$ cat src/rtl/instr_encoder_pkg.sv
// rtl/instr_encoder_pkg.sv - ISA opcodes, format groups, controller states and word packing.
package instr_encoder_pkg;

  localparam logic [4:0] OP_ADR  = 5'b00001;
  localparam logic [4:0] OP_SBR  = 5'b00101;
  localparam logic [4:0] OP_MLR  = 5'b01001;
  localparam logic [4:0] OP_BBO  = 5'b01100;
  localparam logic [4:0] OP_JMR  = 5'b11100;
  localparam logic [4:0] OP_ADM0 = 5'b00010;
  localparam logic [4:0] OP_ADM1 = 5'b00011;
  localparam logic [4:0] OP_SBM0 = 5'b00110;
  localparam logic [4:0] OP_SBM1 = 5'b00111;
  localparam logic [4:0] OP_ADI  = 5'b00100;
  localparam logic [4:0] OP_SBI  = 5'b01000;
  localparam logic [4:0] OP_XSL  = 5'b01010;
  localparam logic [4:0] OP_XSR  = 5'b01011;
  localparam logic [4:0] OP_LDR  = 5'b01110;
  localparam logic [4:0] OP_STI  = 5'b01111;
  localparam logic [4:0] OP_STK  = 5'b01101;

  typedef enum logic [2:0] {FMT_R, FMT_M, FMT_I, FMT_S, FMT_L, FMT_K, FMT_ILL} fmt_e;

  typedef enum logic [1:0] {ST_IDLE, ST_LOAD, ST_DRAIN, ST_DONE} state_e;

  typedef struct packed {
    logic [4:0]  op;
    logic [1:0]  rn;
    logic [1:0]  rm;
    logic [1:0]  rx;
    logic [1:0]  cmode;
    logic [1:0]  smode;
    logic [3:0]  amt;
    logic        shf;
    logic [10:0] imm;
  } req_t;

  function automatic fmt_e decode_fmt(input logic [4:0] op);
    fmt_e f;
    case (op)
      OP_ADR, OP_SBR, OP_MLR, OP_BBO, OP_JMR:   f = FMT_R;
      OP_ADM0, OP_ADM1, OP_SBM0, OP_SBM1:       f = FMT_M;
      OP_ADI, OP_SBI:                           f = FMT_I;
      OP_XSL, OP_XSR:                           f = FMT_S;
      OP_LDR, OP_STI:                           f = FMT_L;
      OP_STK:                                   f = FMT_K;
      default:                                  f = FMT_ILL;
    endcase
    return f;
  endfunction

  // M-format steals opcode bit 0 for RN[0]; every other group keeps the full opcode on top.
  function automatic logic [15:0] pack_word(input req_t r);
    logic [15:0] w;
    w = {r.op, 11'd0};
    case (decode_fmt(r.op))
      FMT_R:   w[10:0] = {1'b0, r.cmode, r.smode, r.rx, r.rn, r.rm};
      FMT_M:   w = {r.op[4:1], r.rn[0], r.imm};
      FMT_I:   w[10:0] = {r.rn, r.imm[8:0]};
      FMT_S:   w[10:0] = {1'b0, r.cmode, r.amt, 2'b00, r.rm};
      FMT_L:   w[10:0] = {2'b00, r.shf, r.rn, r.rm, r.amt};
      FMT_K:   w[10:0] = r.imm;
      default: w = 16'd0;
    endcase
    return w;
  endfunction

endpackage

$ cat src/rtl/instr_encoder_word_fifo.sv
// rtl/instr_encoder_word_fifo.sv - DEPTH-entry word FIFO holding encoded words awaiting memory writes.
module word_fifo #(
  parameter int DEPTH = 4,
  parameter int WIDTH = 16
) (
  input  logic             clk,
  input  logic             rst,
  input  logic             push,
  input  logic [WIDTH-1:0] wdata,
  input  logic             pop,
  output logic [WIDTH-1:0] rdata,
  output logic             full,
  output logic             empty
);

  localparam int PW = $clog2(DEPTH);

  logic [DEPTH-1:0][WIDTH-1:0] mem_q, mem_d;
  logic [PW:0]                 wr_ptr_q, wr_ptr_d;
  logic [PW:0]                 rd_ptr_q, rd_ptr_d;

  // Extra pointer bit distinguishes full from empty when the indices match.
  assign empty = (wr_ptr_q == rd_ptr_q);
  assign full  = (wr_ptr_q[PW] != rd_ptr_q[PW]) && (wr_ptr_q[PW-1:0] == rd_ptr_q[PW-1:0]);
  assign rdata = mem_q[rd_ptr_q[PW-1:0]];

  always_comb begin
    mem_d    = mem_q;
    wr_ptr_d = wr_ptr_q;
    rd_ptr_d = rd_ptr_q;
    if (push && !full) begin
      mem_d[wr_ptr_q[PW-1:0]] = wdata;
      wr_ptr_d = wr_ptr_q + (PW+1)'(1);
    end
    if (pop && !empty) begin
      rd_ptr_d = rd_ptr_q + (PW+1)'(1);
    end
  end

  always_ff @(posedge clk) begin
    if (rst) begin
      wr_ptr_q <= '0;
      rd_ptr_q <= '0;
    end else begin
      wr_ptr_q <= wr_ptr_d;
      rd_ptr_q <= rd_ptr_d;
    end
    mem_q <= mem_d;
  end

endmodule

$ cat src/rtl/instr_encoder.sv
// rtl/instr_encoder.sv - packs instruction requests into 16-bit words and streams them to program memory.
module instr_encoder
  import instr_encoder_pkg::*;
#(
  parameter int DEPTH = 4,
  parameter int AW    = 8
) (
  input  logic          CLK,
  input  logic          RESET,
  input  logic          START,
  input  logic [AW-1:0] BASE,
  input  logic          FINISH,
  input  logic          REQ_VALID,
  output logic          REQ_READY,
  input  logic [4:0]    OP,
  input  logic [1:0]    RN,
  input  logic [1:0]    RM,
  input  logic [1:0]    RX,
  input  logic [1:0]    CMODE,
  input  logic [1:0]    SMODE,
  input  logic [3:0]    AMT,
  input  logic          SHF,
  input  logic [10:0]   IMM,
  output logic          MEM_WE,
  output logic [AW-1:0] MEM_ADDR,
  output logic [15:0]   MEM_WDATA,
  input  logic          MEM_READY,
  output logic          BUSY,
  output logic          DONE,
  output logic          ERR,
  output logic [AW:0]   COUNT
);

  localparam logic [AW:0] COUNT_MAX = {1'b1, {AW{1'b0}}};

  state_e        state_q, state_d;
  logic [AW-1:0] addr_q, addr_d;
  logic [AW:0]   count_q, count_d;
  logic          err_q, err_d;

  req_t        req;
  logic        legal;
  logic [15:0] word;
  logic        fifo_full, fifo_empty;
  logic        accept, push, pop;

  assign req   = '{op: OP, rn: RN, rm: RM, rx: RX, cmode: CMODE, smode: SMODE,
                   amt: AMT, shf: SHF, imm: IMM};
  assign legal = (decode_fmt(OP) != FMT_ILL);
  assign word  = pack_word(req);

  // Outputs are gated by RESET so a reset cycle never performs a write or handshake.
  assign REQ_READY = !RESET && (state_q == ST_LOAD) && !fifo_full;
  assign MEM_WE    = !RESET && ((state_q == ST_LOAD) || (state_q == ST_DRAIN)) && !fifo_empty;
  assign accept    = REQ_VALID && REQ_READY;
  assign push      = accept && legal;
  assign pop       = MEM_WE && MEM_READY;

  assign MEM_ADDR = addr_q;
  assign BUSY     = (state_q == ST_LOAD) || (state_q == ST_DRAIN);
  assign DONE     = (state_q == ST_DONE);
  assign ERR      = err_q;
  assign COUNT    = count_q;

  word_fifo #(.DEPTH(DEPTH), .WIDTH(16)) u_fifo (
    .clk   (CLK),
    .rst   (RESET),
    .push  (push),
    .wdata (word),
    .pop   (pop),
    .rdata (MEM_WDATA),
    .full  (fifo_full),
    .empty (fifo_empty)
  );

  always_comb begin
    state_d = state_q;
    addr_d  = addr_q;
    count_d = count_q;
    err_d   = err_q;

    case (state_q)
      ST_IDLE, ST_DONE: begin
        if (START) begin
          state_d = ST_LOAD;
          addr_d  = BASE;
          count_d = '0;
          err_d   = 1'b0;
        end
      end
      ST_LOAD: begin
        if (FINISH) state_d = ST_DRAIN;
      end
      ST_DRAIN: begin
        if (fifo_empty) state_d = ST_DONE;
      end
      default: state_d = ST_IDLE;
    endcase

    if (accept && !legal) err_d = 1'b1;

    if (pop) begin
      addr_d = addr_q + AW'(1);
      if (count_q != COUNT_MAX) count_d = count_q + (AW+1)'(1);
    end
  end

  always_ff @(posedge CLK) begin
    if (RESET) begin
      state_q <= ST_IDLE;
      addr_q  <= '0;
      count_q <= '0;
      err_q   <= 1'b0;
    end else begin
      state_q <= state_d;
      addr_q  <= addr_d;
      count_q <= count_d;
      err_q   <= err_d;
    end
  end

endmodule

$ cat config.mk
export PLATFORM = sky130hd
export DESIGN_NAME = instr_encoder
export DESIGN_NICKNAME = d
export VERILOG_FILES = /design/src/rtl/instr_encoder_pkg.sv /design/src/rtl/instr_encoder_word_fifo.sv /design/src/rtl/instr_encoder.sv
export SDC_FILE = /design/constraint.sdc
export NUM_CORES = 1
export LEC_CHECK = 0
export CAP_MARGIN = 20
export CELL_PAD_IN_SITES_DETAIL_PLACEMENT = 2
export CELL_PAD_IN_SITES_GLOBAL_PLACEMENT = 2
export CORE_MARGIN = 2
export CORE_UTILIZATION = 35
export DETAILED_ROUTE_END_ITERATION = 8
export PLACE_DENSITY_LB_ADDON = 0.1
export RECOVER_POWER = 25
export SYNTH_ARGS = -nofsm -noshare
export SYNTH_HDL_FRONTEND = slang
export SYNTH_SLANG_ARGS = --single-unit
$ cat constraint.sdc
create_clock -name CLK -period 3 [get_ports CLK]
set_input_delay 0.6 -clock CLK [delete_from_list [all_inputs] [get_ports CLK]]
set_output_delay 0.6 -clock CLK [all_outputs]
set_load 0.01 [all_outputs]
**Word-level counts from Yosys, hierarchy flattened**

Memories as Yosys holds them, arrays and structs flattened.
Index checks and enable logic that the tools add are counted.

- Flip-flop bits (word level): 90
- Bits in read-only memories: 192
- Output and inout port bits: 38
- Memories kept: 2

- Add/subtract/negate cells: 4
- Magnitude comparators: 3
- Eq/ne operators: 16
- Multiplexer cells: 21
- Reduce and logical (&&, ||, !) cells: 29

Memory list:

| name | depth | bits a word | rd ports | clocked after memory_dff | write ports | RTL line | RTL |
|---|---|---|---|---|---|---|---|
| (no name shown) | 32 | 3 | 1 | 0 | 0 | instr_encoder_pkg.sv:39 | `case (op)` |
| (no name shown) | 32 | 3 | 1 | 0 | 0 | instr_encoder_pkg.sv:39 |  |

Operators by type and width:

| operator | number |
|---|---|
| $bwmux 64 | 1 |
| $pmux 11 s5 | 1 |
| $mux 9 | 4 |
| $bmux 16 s2 | 1 |
| $demux 16 s2 | 1 |
| $mux 16 | 2 |
| $mux 8 | 3 |
| $logic_and 1x1->1 | 12 |
| $pmux 5 s2 | 1 |
| $add 9x1->9 const B | 1 |
| $ne 9x9->1 const B | 1 |
| $add 8x1->8 const B | 1 |
| $reduce_bool 2->1 | 4 |
| $add 3x1->3 const B | 2 |
| $eq 3x2->1 const B | 2 |
| $eq 3x3->1 const B | 2 |
| $lt 2x3->1 const B | 2 |
| $mux 2 | 3 |
| $pmux 2 s3 | 1 |
| $reduce_or 5->1 | 1 |
| $eq 2x2->1 const B | 2 |
| $logic_not 1->1 | 4 |
| $ne 2x2->1 const B | 2 |
| $reduce_and 2->1 | 2 |
| other kinds (14) | 17 |

**Longest topological paths before layout**

Gate-level depths: netlist of run 1.

- Depth in word-level cells: 8
- Depth in mapped cells: 7
- Depth with buffers taken out: 6

**Modules after synthesis**

From an unflattened synthesis of run 1, not the netlist that was laid out.

- Cell total of the unflattened synthesis: 350
- Area, all modules: 4,365.4 um2

By module, submodules not included:

| module | instances | cells each | area each (um2) |
|---|---|---|---|
| word_fifo | 1 | 151 | 2,852.7 |
| instr_encoder | 1 | 199 | 1,512.7 |

**Worst setup path before layout of run 1**

OpenSTA, ideal clock, no wires.

- Kind: input-to-reg
- From: input port OP[1]
- To: register u_fifo.mem_q[48] in the netlist's numbering, enable pin
- Setup time: 0.375 ns
- Arrival: 1.893 ns
- Data required time: 2.625 ns
- Path slack: 0.731 ns
- Stages on the path: 4
- Buffers on the path: 1
- Cell sequence: clkbuf_2 or2_2 o221ai_2 and3_1

- Word-level cells in the longest chain between the ends: 4

Ends and longest elaborated chain:

| element | RTL line | RTL |
|---|---|---|
| from (decl) | instr_encoder.sv:15 | `input logic [4:0] OP,` |
| $mem_v2 32x3 | n/a |  |
| $ne 3x3->1 | instr_encoder.sv:49 | `assign legal = (decode_fmt(OP) != FMT_ILL);` |
| $logic_and 1x1->1 | instr_encoder.sv:56 | `assign push = accept && legal;` |
| $logic_and 1x1->1 | instr_encoder_word_fifo.sv:31 | `if (push && !full) begin` |
| to (signal assigned) | instr_encoder_word_fifo.sv:48 | `mem_q <= mem_d;` |
| to (decl) | instr_encoder_word_fifo.sv:18 | `logic [DEPTH-1:0][WIDTH-1:0] mem_q, mem_d;` |

No other way between the ends.
A chain may end at the register's enable or synchronous reset.

**Worst setup path in the final report of run 1**

- From: input port OP[1]
- To: register u_fifo.mem_q[23] in the netlist's numbering, enable pin

Same word-level chain as after synthesis.

==> metrics.txt, run 1 <==
# TYPE chip_impl_metric gauge
chip_impl_metric{name="drv.max_cap_violation_count",unit=""} 0
chip_impl_metric{name="gr-total-overflow",unit=""} 0
chip_impl_metric{name="met3_length",unit="um"} 382
chip_impl_info{name="timing.critical_path.to_type",value="register"} 1
chip_impl_info{name="reg2reg_from",value="u_fifo.rd_ptr_q[0]"} 1
chip_impl_info{name="worst_hold_startpoint",value="u_fifo.rd_ptr_q[2]"} 1
chip_impl_metric{name="static_leakage",unit="nW"} 2.04
chip_impl_metric{name="timing.final.hold_violations",unit=""} 0
chip_impl_metric{name="placeableCoreArea",unit="mm^2"} 0.0121
chip_impl_metric{name="synth-seq-cells",unit=""} 90
chip_impl_metric{name="post_synth_edffs",unit=""} 64
chip_impl_metric{name="maximum_clock_path_buffer_count",unit=""} 2
chip_impl_info{name="startpoint",value="OP[1]"} 1
chip_impl_info{name="hold_path.class",value="reg2reg"} 1
chip_impl_info{name="startpoint_type",value="input pin"} 1
chip_impl_metric{name="max-vdd-ir-drop",unit="mV"} 0.319
chip_impl_metric{name="cts.clk_slew.worst_paths",unit="ns"} 0.07
chip_impl_metric{name="first_global_vias",unit=""} 3558
chip_impl_metric{name="min_period",unit="ns"} 2.67
chip_impl_metric{name="hold-worst-slack",unit="ns"} 0.502
chip_impl_metric{name="final_layout_net_count",unit=""} 486
chip_impl_metric{name="wl_met2",unit="um"} 6850
chip_impl_metric{name="weighted_congestion_at_the_end_of_routability_driven_global_placement",unit=""} 0.766
chip_impl_metric{name="power_density",unit="mW/mm^2"} 571
chip_impl_info{name="outcome",value="completed"} 1
chip_impl_metric{name="finalCritPeriodShare",unit="%"} 89.0
chip_impl_metric{name="fin_setup_tns",unit="ns"} 0
chip_impl_metric{name="synth_fp_nets",unit=""} 396
chip_impl_info{name="classification_of_the_worst_setup_path",value="in2reg"} 1
chip_impl_metric{name="finish.instance_area",unit="mm^2"} 0.00577
chip_impl_metric{name="cts_made_buffers",unit=""} 9
chip_impl_metric{name="latest_clock_arrival_within_the_worst_skew_pair",unit="ns"} 0.34
chip_impl_metric{name="synth.distinct_cells",unit=""} 62
chip_impl_metric{name="timing.final.setup_violations",unit=""} 0
chip_impl_metric{name="power_total",unit="mW"} 3.30
chip_impl_metric{name="ctsHtreeMaxLevel",unit=""} 3
chip_impl_info{name="grt_setup_unrepaired",value="false"} 1
chip_impl_metric{name="drt-vias-per-instance",unit=""} 5.36
chip_impl_metric{name="synth.yosys.seq_area_share",unit="%"} 55.7
chip_impl_metric{name="floorplan.initialDensity",unit="%"} 36.2
chip_impl_metric{name="antenna-diode-count",unit=""} 0
chip_impl_info{name="clockRootBuffer",value="sky130_fd_sc_hd__clkbuf_16"} 1
chip_impl_metric{name="drt-met1-wl",unit="um"} 5550
chip_impl_info{name="layout.cells.most_common",value="sky130_fd_sc_hd__edfxtp_1"} 1
chip_impl_info{name="dr.max_layer_used",value="met4"} 1
chip_impl_info{name="tritoncts",value="yes"} 1
chip_impl_metric{name="max_freq",unit="MHz"} 375
chip_impl_metric{name="worstPathRequired",unit="ns"} 3.05
chip_impl_metric{name="worst_slew_margin_relative_to_its_limit",unit="%"} 16.0
chip_impl_metric{name="layout_skew",unit="ns"} 0.00464
chip_impl_metric{name="timing.final.max_slew_violations",unit=""} 0
chip_impl_metric{name="hpwlAfterDp",unit="um"} 9320
chip_impl_metric{name="drt_iter0_drc",unit=""} 216
chip_impl_metric{name="path_max_fanout",unit=""} 16
chip_impl_metric{name="placement_row_count",unit=""} 40
chip_impl_metric{name="synthesis.area",unit="mm^2"} 0.00438
chip_impl_metric{name="syn_inst",unit=""} 340
chip_impl_info{name="postSynth.topFlopCell",value="sky130_fd_sc_hd__edfxtp_1"} 1
chip_impl_metric{name="synth_area_per_cell",unit="um^2"} 12.9
chip_impl_metric{name="dieWidth",unit="um"} 116
chip_impl_metric{name="initial_antenna_violation_count",unit=""} 0
chip_impl_info{name="most-common-layout-cells",value="sky130_fd_sc_hd__edfxtp_1, sky130_fd_sc_hd__clkdlybuf4s50_1, sky130_fd_sc_hd__dfxtp_1, sky130_fd_sc_hd__nand2_1, sky130_fd_sc_hd__dlygate4sd3_1"} 1
chip_impl_metric{name="ios",unit=""} 83
chip_impl_metric{name="track_usage",unit="%"} 20.8
chip_impl_metric{name="detail_route.first_pass.iterations",unit=""} 4
chip_impl_metric{name="post_cts.resized_instances",unit=""} 0
chip_impl_metric{name="route.detailed.wl_per_inst",unit="um"} 21.5
chip_impl_metric{name="max_slew.worst_pin.slew",unit="ns"} 1.25
chip_impl_metric{name="vias",unit=""} 3231
chip_impl_metric{name="placedInstanceArea",unit="mm^2"} 0.00547
chip_impl_metric{name="drive_gt1_share",unit="%"} 12.4
chip_impl_metric{name="post-route-drc-count",unit=""} 0
chip_impl_metric{name="global_route_wire_length_before_repair",unit="um"} 20600
chip_impl_metric{name="worst_path_arrival",unit="ns"} 2.72
chip_impl_metric{name="cts.hold.buffers_added",unit=""} 0
chip_impl_metric{name="ys_async_sr_fraction",unit="%"} 0
chip_impl_metric{name="antenna_left",unit=""} 0
chip_impl_metric{name="route.final.wire_length",unit="um"} 13000
chip_impl_metric{name="postCtsSetupRepairBufs",unit=""} 0
chip_impl_metric{name="fp.dieArea",unit="mm^2"} 0.0134
chip_impl_metric{name="reg2reg_slack",unit="ns"} 0.37
chip_impl_metric{name="grt_max_degree",unit=""} 21
chip_impl_metric{name="die_y",unit="um"} 116
chip_impl_metric{name="area_growth",unit="%"} 31.7
chip_impl_metric{name="buffer_ports.inserted",unit=""} 82
chip_impl_metric{name="cts_sinks",unit=""} 90
chip_impl_metric{name="ys.warnings.count",unit=""} 0
==> critical path, cell delays in order <==
cell	delay (ns)
sky130_fd_sc_hd__dlygate4sd3_1	0.66
sky130_fd_sc_hd__or2_2	0.37
sky130_fd_sc_hd__o221ai_1	0.59
sky130_fd_sc_hd__and3_1	0.31
sky130_fd_sc_hd__buf_12	0.18
==> cell usage after synthesis (all sizes together), types with 7 or more instances <==
library cell / n / share of area, %
inv: 13 / 1.1
a221o: 9 / 2.1
edfxtp: 64 / 44
ha: 11 / 3.1
nor2: 13 / 1.1
and3: 11 / 1.6
and2: 11 / 1.6
mux4: 16 / 8.2
o21ai: 7 / 0.80
nor2b: 7 / 1.0
a21oi: 11 / 1.3
nand3: 16 / 1.8
dfxtp: 26 / 12
buf: 10 / 1.6
nand2: 23 / 2.0
clkbuf: 7 / 0.63
mux2i: 7 / 1.6
==> final cells by class <==
class	count	area [um^2]
inverters	13	48.8
well taps	168	210
multi-input cells	220	1780
fillers	1224	6340
clock inverters	7	92.6
flip-flops and latches	90	2440
repair buffers	96	976
clock buffers	9	225
==> layer usage <==
| metal | global-route usage [%] | vias to the layer above |
|---|---|---|
| met3 | 2.82 | 10 |
| li1 | - | 1499 |
| met5 | 0 | - |
| met4 | 6.90 | 0 |
| met1 | 26.3 | 1662 |
| met2 | 36.6 | 60 |
==> state kept, by name (all words and copies together), names as in the netlist <==
register / flops
u_fifo.mem_q: 64
COUNT: 9
ERR: 1
MEM_ADDR: 8
u_fifo.rd_ptr_q: 3
u_fifo.wr_ptr_q: 3
state_q: 2
==> kinds of logic (layout without fill, tap and decap cells) <==
kind of cell	after synthesis	after routing	synth area share, %
compound gates	65	65	11.7
xor+xnor	9	9	2.31
fa+ha+maj	11	11	3.14
buf+inv	30	125	3.34
flops	90	90	55.7
mux	24	24	10.1
simple gates	111	111	13.7
==> path summary, 6_finish.rpt <==
kind / endpoint / cells after the start
worst min register to register: u_fifo.rd_ptr_q[2] / 1
worst max-delay path: u_fifo.mem_q[23] / 5
worst max register to register: MEM_ADDR[2] / 6
worst min-delay path: u_fifo.rd_ptr_q[2] / 1
==> through the flow <==
step,setup slack [ns],util (%),std cells
CTS,0.309,47.8,603
floorplan,0.731,-,340
global placement,0.372,45.2,587
global route,0.122,47.7,603
finish,0.330,47.7,603
detailed placement,0.280,45.2,587
==> power breakdown <==
group / switching [mW] / internal [mW] / leakage, nW
Sequential: 0.0519 / 1.39 / 0.799
Combinational: 0.332 / 0.296 / 1.09
Clock: 0.495 / 0.729 / 0.151
Total: 0.879 / 2.42 / 2.04
No activity file was read; power rests on OpenSTA's default activity.
==> run 2, diff against run 1 <==
--- a/config.mk
+++ b/config.mk
@@ -9,7 +9,7 @@
 export CELL_PAD_IN_SITES_DETAIL_PLACEMENT = 2
 export CELL_PAD_IN_SITES_GLOBAL_PLACEMENT = 2
 export CORE_MARGIN = 2
-export CORE_UTILIZATION = 35
+export CORE_UTILIZATION = 32
 export DETAILED_ROUTE_END_ITERATION = 8
 export PLACE_DENSITY_LB_ADDON = 0.1
 export RECOVER_POWER = 25
==> constraint.sdc (replaced) <==
create_clock -name CLK -period 2.2 [get_ports CLK]
set_input_delay 0.44 -clock CLK [delete_from_list [all_inputs] [get_ports CLK]]
set_output_delay 0.44 -clock CLK [all_outputs]
set_load 0.01 [all_outputs]
==> run 2 against run 1 <==
Compared with the run above:
- final cell count rose by 6.6%
- hold slack better by 0.018 ns
- global-route usage decreased by 1.9 points
- via count is 2.8% higher
- sequential share of layout area shrank 2.2 points
- non-clock buffer count increased by 32
- critical path depth fell by 2
- core utilization decreased by 1.7 points
- register-to-register slack worse by 0.23 ns
- setup slack got worse by 0.28 ns
- clock power is 27% higher
- sequential power is 37% higher
- critical endpoint is now MEM_WDATA[1]
- largest cell class unchanged
- largest power group unchanged
- highest routed layer unchanged
==> metrics.txt, run 2 (synthesis gave the netlist of run 1 again) <==
# TYPE chip_impl_metric gauge
chip_impl_info{name="outcome",value="completed"} 1
chip_impl_metric{name="static_leakage",unit="nW"} 2.21
chip_impl_metric{name="largest_register_ffs",unit=""} 64
chip_impl_metric{name="multi_input_comb_area",unit="mm^2"} 0.00184
chip_impl_info{name="most-common-layout-cells",value="sky130_fd_sc_hd__edfxtp_1, sky130_fd_sc_hd__clkdlybuf4s50_1, sky130_fd_sc_hd__buf_4, sky130_fd_sc_hd__nand2_1, sky130_fd_sc_hd__dfxtp_1"} 1
chip_impl_metric{name="drive_gt1_share",unit="%"} 20.6
chip_impl_metric{name="drt_iter0_drc",unit=""} 227
chip_impl_metric{name="finish.instance_area",unit="mm^2"} 0.00611
chip_impl_info{name="timing.critical_path.to_type",value="primary output"} 1
chip_impl_metric{name="timing.final.max_slew_violations",unit=""} 0
chip_impl_metric{name="global_route_wire_length_before_repair",unit="um"} 20600
chip_impl_metric{name="maximum_clock_path_buffer_count",unit=""} 2
chip_impl_metric{name="route.final.wire_length",unit="um"} 13100
chip_impl_metric{name="final-instance-count-excl-fill",unit=""} 643
chip_impl_metric{name="detail_route.first_pass.iterations",unit=""} 4
chip_impl_metric{name="buffer_ports.inserted",unit=""} 82
chip_impl_metric{name="ctsHtreeMaxLevel",unit=""} 3
chip_impl_metric{name="placedInstanceArea",unit="mm^2"} 0.00575
chip_impl_info{name="clockRootBuffer",value="sky130_fd_sc_hd__clkbuf_16"} 1
chip_impl_metric{name="placement_row_count",unit=""} 42
chip_impl_metric{name="first_global_vias",unit=""} 3695
chip_impl_info{name="min_delay_worst_endpoint",value="u_fifo.rd_ptr_q[1]"} 1
chip_impl_info{name="worst_hold_startpoint",value="u_fifo.rd_ptr_q[1]"} 1
chip_impl_metric{name="path_max_fanout",unit=""} 6
chip_impl_metric{name="max-vdd-ir-drop",unit="mV"} 0.388
chip_impl_metric{name="max_slew.worst_pin.slew",unit="ns"} 0.493
chip_impl_metric{name="track_usage",unit="%"} 18.9
chip_impl_metric{name="cts_sinks",unit=""} 90
chip_impl_metric{name="timing.final.setup_violations",unit=""} 0
chip_impl_metric{name="sw_share",unit="%"} 27.3
chip_impl_metric{name="finalCritPeriodShare",unit="%"} 97.6
chip_impl_metric{name="cts_made_buffers",unit=""} 9
chip_impl_info{name="grt_setup_unrepaired",value="false"} 1
chip_impl_metric{name="min_period",unit="ns"} 2.15
chip_impl_metric{name="nFillCells",unit=""} 1331
chip_impl_metric{name="antenna_left",unit=""} 0
chip_impl_info{name="startpoint_type",value="register"} 1
chip_impl_metric{name="final-seq-area",unit="mm^2"} 0.00245
chip_impl_metric{name="floorplan.initialDensity",unit="%"} 33.0
chip_impl_metric{name="cts.clk_slew.worst_paths",unit="ns"} 0.06
chip_impl_metric{name="ios",unit=""} 83
chip_impl_metric{name="initial_antenna_violation_count",unit=""} 0
chip_impl_metric{name="sequentialPowerShare",unit="%"} 44.3
chip_impl_info{name="top_register",value="u_fifo.mem_q"} 1
chip_impl_metric{name="die_y",unit="um"} 121
chip_impl_metric{name="vias",unit=""} 3323
chip_impl_metric{name="drt-vias-per-instance",unit=""} 5.17
chip_impl_info{name="classification_of_the_worst_setup_path",value="reg2out"} 1
chip_impl_metric{name="weighted_congestion_at_the_end_of_routability_driven_global_placement",unit=""} 0.757
chip_impl_metric{name="route.detailed.wl_per_inst",unit="um"} 20.3
chip_impl_metric{name="gr-total-overflow",unit=""} 0
chip_impl_metric{name="worstPathRequired",unit="ns"} 1.76
chip_impl_metric{name="worst_path_arrival",unit="ns"} 1.71
chip_impl_metric{name="numPlacedInstances",unit=""} 624
chip_impl_info{name="r2r_end",value="COUNT[7]"} 1
chip_impl_info{name="hold_path.class",value="reg2reg"} 1
chip_impl_metric{name="final_layout_net_count",unit=""} 518
chip_impl_metric{name="worst_slew_margin_relative_to_its_limit",unit="%"} 67.0
chip_impl_metric{name="layout_skew",unit="ns"} 0.00719
chip_impl_info{name="layout.cells.most_common",value="sky130_fd_sc_hd__edfxtp_1"} 1
chip_impl_metric{name="length_in_cells_of_the_worst_reg_to_reg_path",unit=""} 6
chip_impl_info{name="startpoint",value="u_fifo.rd_ptr_q[0]"} 1
chip_impl_metric{name="hold_critical_path_depth",unit=""} 2
chip_impl_metric{name="hpwlAfterDp",unit="um"} 9590
chip_impl_metric{name="reg2reg_slack",unit="ns"} 0.14
chip_impl_info{name="tritoncts",value="yes"} 1
chip_impl_metric{name="drv.max_cap_violation_count",unit=""} 0
chip_impl_metric{name="grt_max_degree",unit=""} 19
chip_impl_metric{name="comb_power_share",unit="%"} 20.9
chip_impl_metric{name="dieWidth",unit="um"} 121
chip_impl_metric{name="fp.dieArea",unit="mm^2"} 0.0146
chip_impl_metric{name="placeableCoreArea",unit="mm^2"} 0.0133
chip_impl_metric{name="power_density",unit="mW/mm^2"} 732
chip_impl_metric{name="timing.final.hold_violations",unit=""} 0
chip_impl_metric{name="antenna-diode-count",unit=""} 0
chip_impl_metric{name="max_freq",unit="MHz"} 466
chip_impl_metric{name="internal_power",unit="mW"} 3.25
chip_impl_metric{name="cts.hold.buffers_added",unit=""} 0
chip_impl_metric{name="switchingPower",unit="mW"} 1.22
chip_impl_metric{name="pwr-share-clk",unit="%"} 34.8
chip_impl_metric{name="latest_clock_arrival_within_the_worst_skew_pair",unit="ns"} 0.35
chip_impl_info{name="reg2reg_from",value="u_fifo.rd_ptr_q[0]"} 1
chip_impl_metric{name="area_growth",unit="%"} 39.4
chip_impl_metric{name="post-route-drc-count",unit=""} 0
[run 2: changes by cell type in the layout (fill, tap and decap cells not counted), moves of 5 or more]
cell | previous run | this run
sky130_fd_sc_hd__dlygate4sd2_1 | 0 | 9
sky130_fd_sc_hd__buf_4 | 10 | 26
sky130_fd_sc_hd__dlygate4sd3_1 | 21 | 16
sky130_fd_sc_hd__clkbuf_1 | 0 | 7
sky130_fd_sc_hd__clkdlybuf4s50_1 | 61 | 47
sky130_fd_sc_hd__dfxtp_1 | 26 | 20
sky130_fd_sc_hd__dfxtp_2 | 0 | 5
[run 2: worst max path at each step]
| stage | to | slack [ns] | depth (start not counted) |
|---|---|---|---|
| after global routing | MEM_WDATA[1] | 0.003 | 3 |
| after floorplan | u_fifo.mem_q[48] | 0.09 | 4 |
| final | MEM_WDATA[1] | 0.05 | 3 |
| after detailed placement | u_fifo.mem_q[3] | -0.22 | 7 |
| after CTS | MEM_WDATA[12] | 0.003 | 3 |
| after global placement | u_fifo.mem_q[32] | -0.16 | 5 |
[run 2: critical path: stages (launching register included)]
cell,delay [ns]
sky130_fd_sc_hd__dfxtp_4,0.41
sky130_fd_sc_hd__buf_12,0.15
sky130_fd_sc_hd__mux4_2,0.55
sky130_fd_sc_hd__clkdlybuf4s15_1,0.26
[run 2: through the flow]
| step | setup WS [ns] | TNS [ns] | power [mW] | hold WS (ns) | utilization (%) |
|---|---|---|---|---|---|
| 6_report | 0.0520 | 0 | 4.47 | 0.520 | 46.0 |
| 5_1_grt | 0.00259 | 0 | 4.68 | 0.546 | 46.0 |
| 4_1_cts | 0.00298 | 0 | 4.56 | 0.513 | 46.0 |
| 3_5_place_dp | -0.222 | -18.81 | 2.96 | 0.494 | 43.2 |
| 3_3_place_gp | -0.159 | -11.58 | 2.93 | 0.482 | 43.2 |
| 2_1_floorplan | 0.0912 | 0 | 2.47 | 0.467 | - |
[run 2: layer usage]
metal,global-route usage [%],share of wire (%),vias to the layer above
met5,0,0,-
met4,6.32,1.4,0
met3,3.99,2.2,11
met2,34.3,55,39
met1,22.0,41,1710
li1,-,-,1563
[run 2: layout make-up]
class | count | area share (%)
tap | 176 | 3.60
multi-input combinational | 220 | 30.1
clock inverter | 6 | 1.06
inverter | 13 | 0.799
timing repair buffer | 128 | 20.6
clock buffer | 10 | 3.75
sequential | 90 | 40.1
[run 2: power by group through the flow]
stage                     sequential [mW]  combinational, mW  clock (mW)
after global placement               2.01              0.920           0
after CTS                            1.99              0.972        1.61
final                                1.98              0.936        1.55
after floorplan                      2.01              0.461           0
after detailed placement             2.02              0.939           0
after global routing                 2.00               1.04        1.65
[run 2: timing repair]
action,in CTS,in global routing
buffers inserted,1,0
endpoints found under the setup margin,19,3
gates cloned,1,1
resized for setup,52,2
==> run 3, diff against run 2 <==
--- a/config.mk
+++ b/config.mk
@@ -11,6 +11,7 @@
 export CORE_MARGIN = 2
 export CORE_UTILIZATION = 32
 export DETAILED_ROUTE_END_ITERATION = 8
+export GPL_ROUTABILITY_DRIVEN = 1
 export PLACE_DENSITY_LB_ADDON = 0.1
 export RECOVER_POWER = 25
 export SYNTH_ARGS = -nofsm -noshare
==> results of run 3 <==
The final DEF is identical to that of run 2; final timing and power are the same.
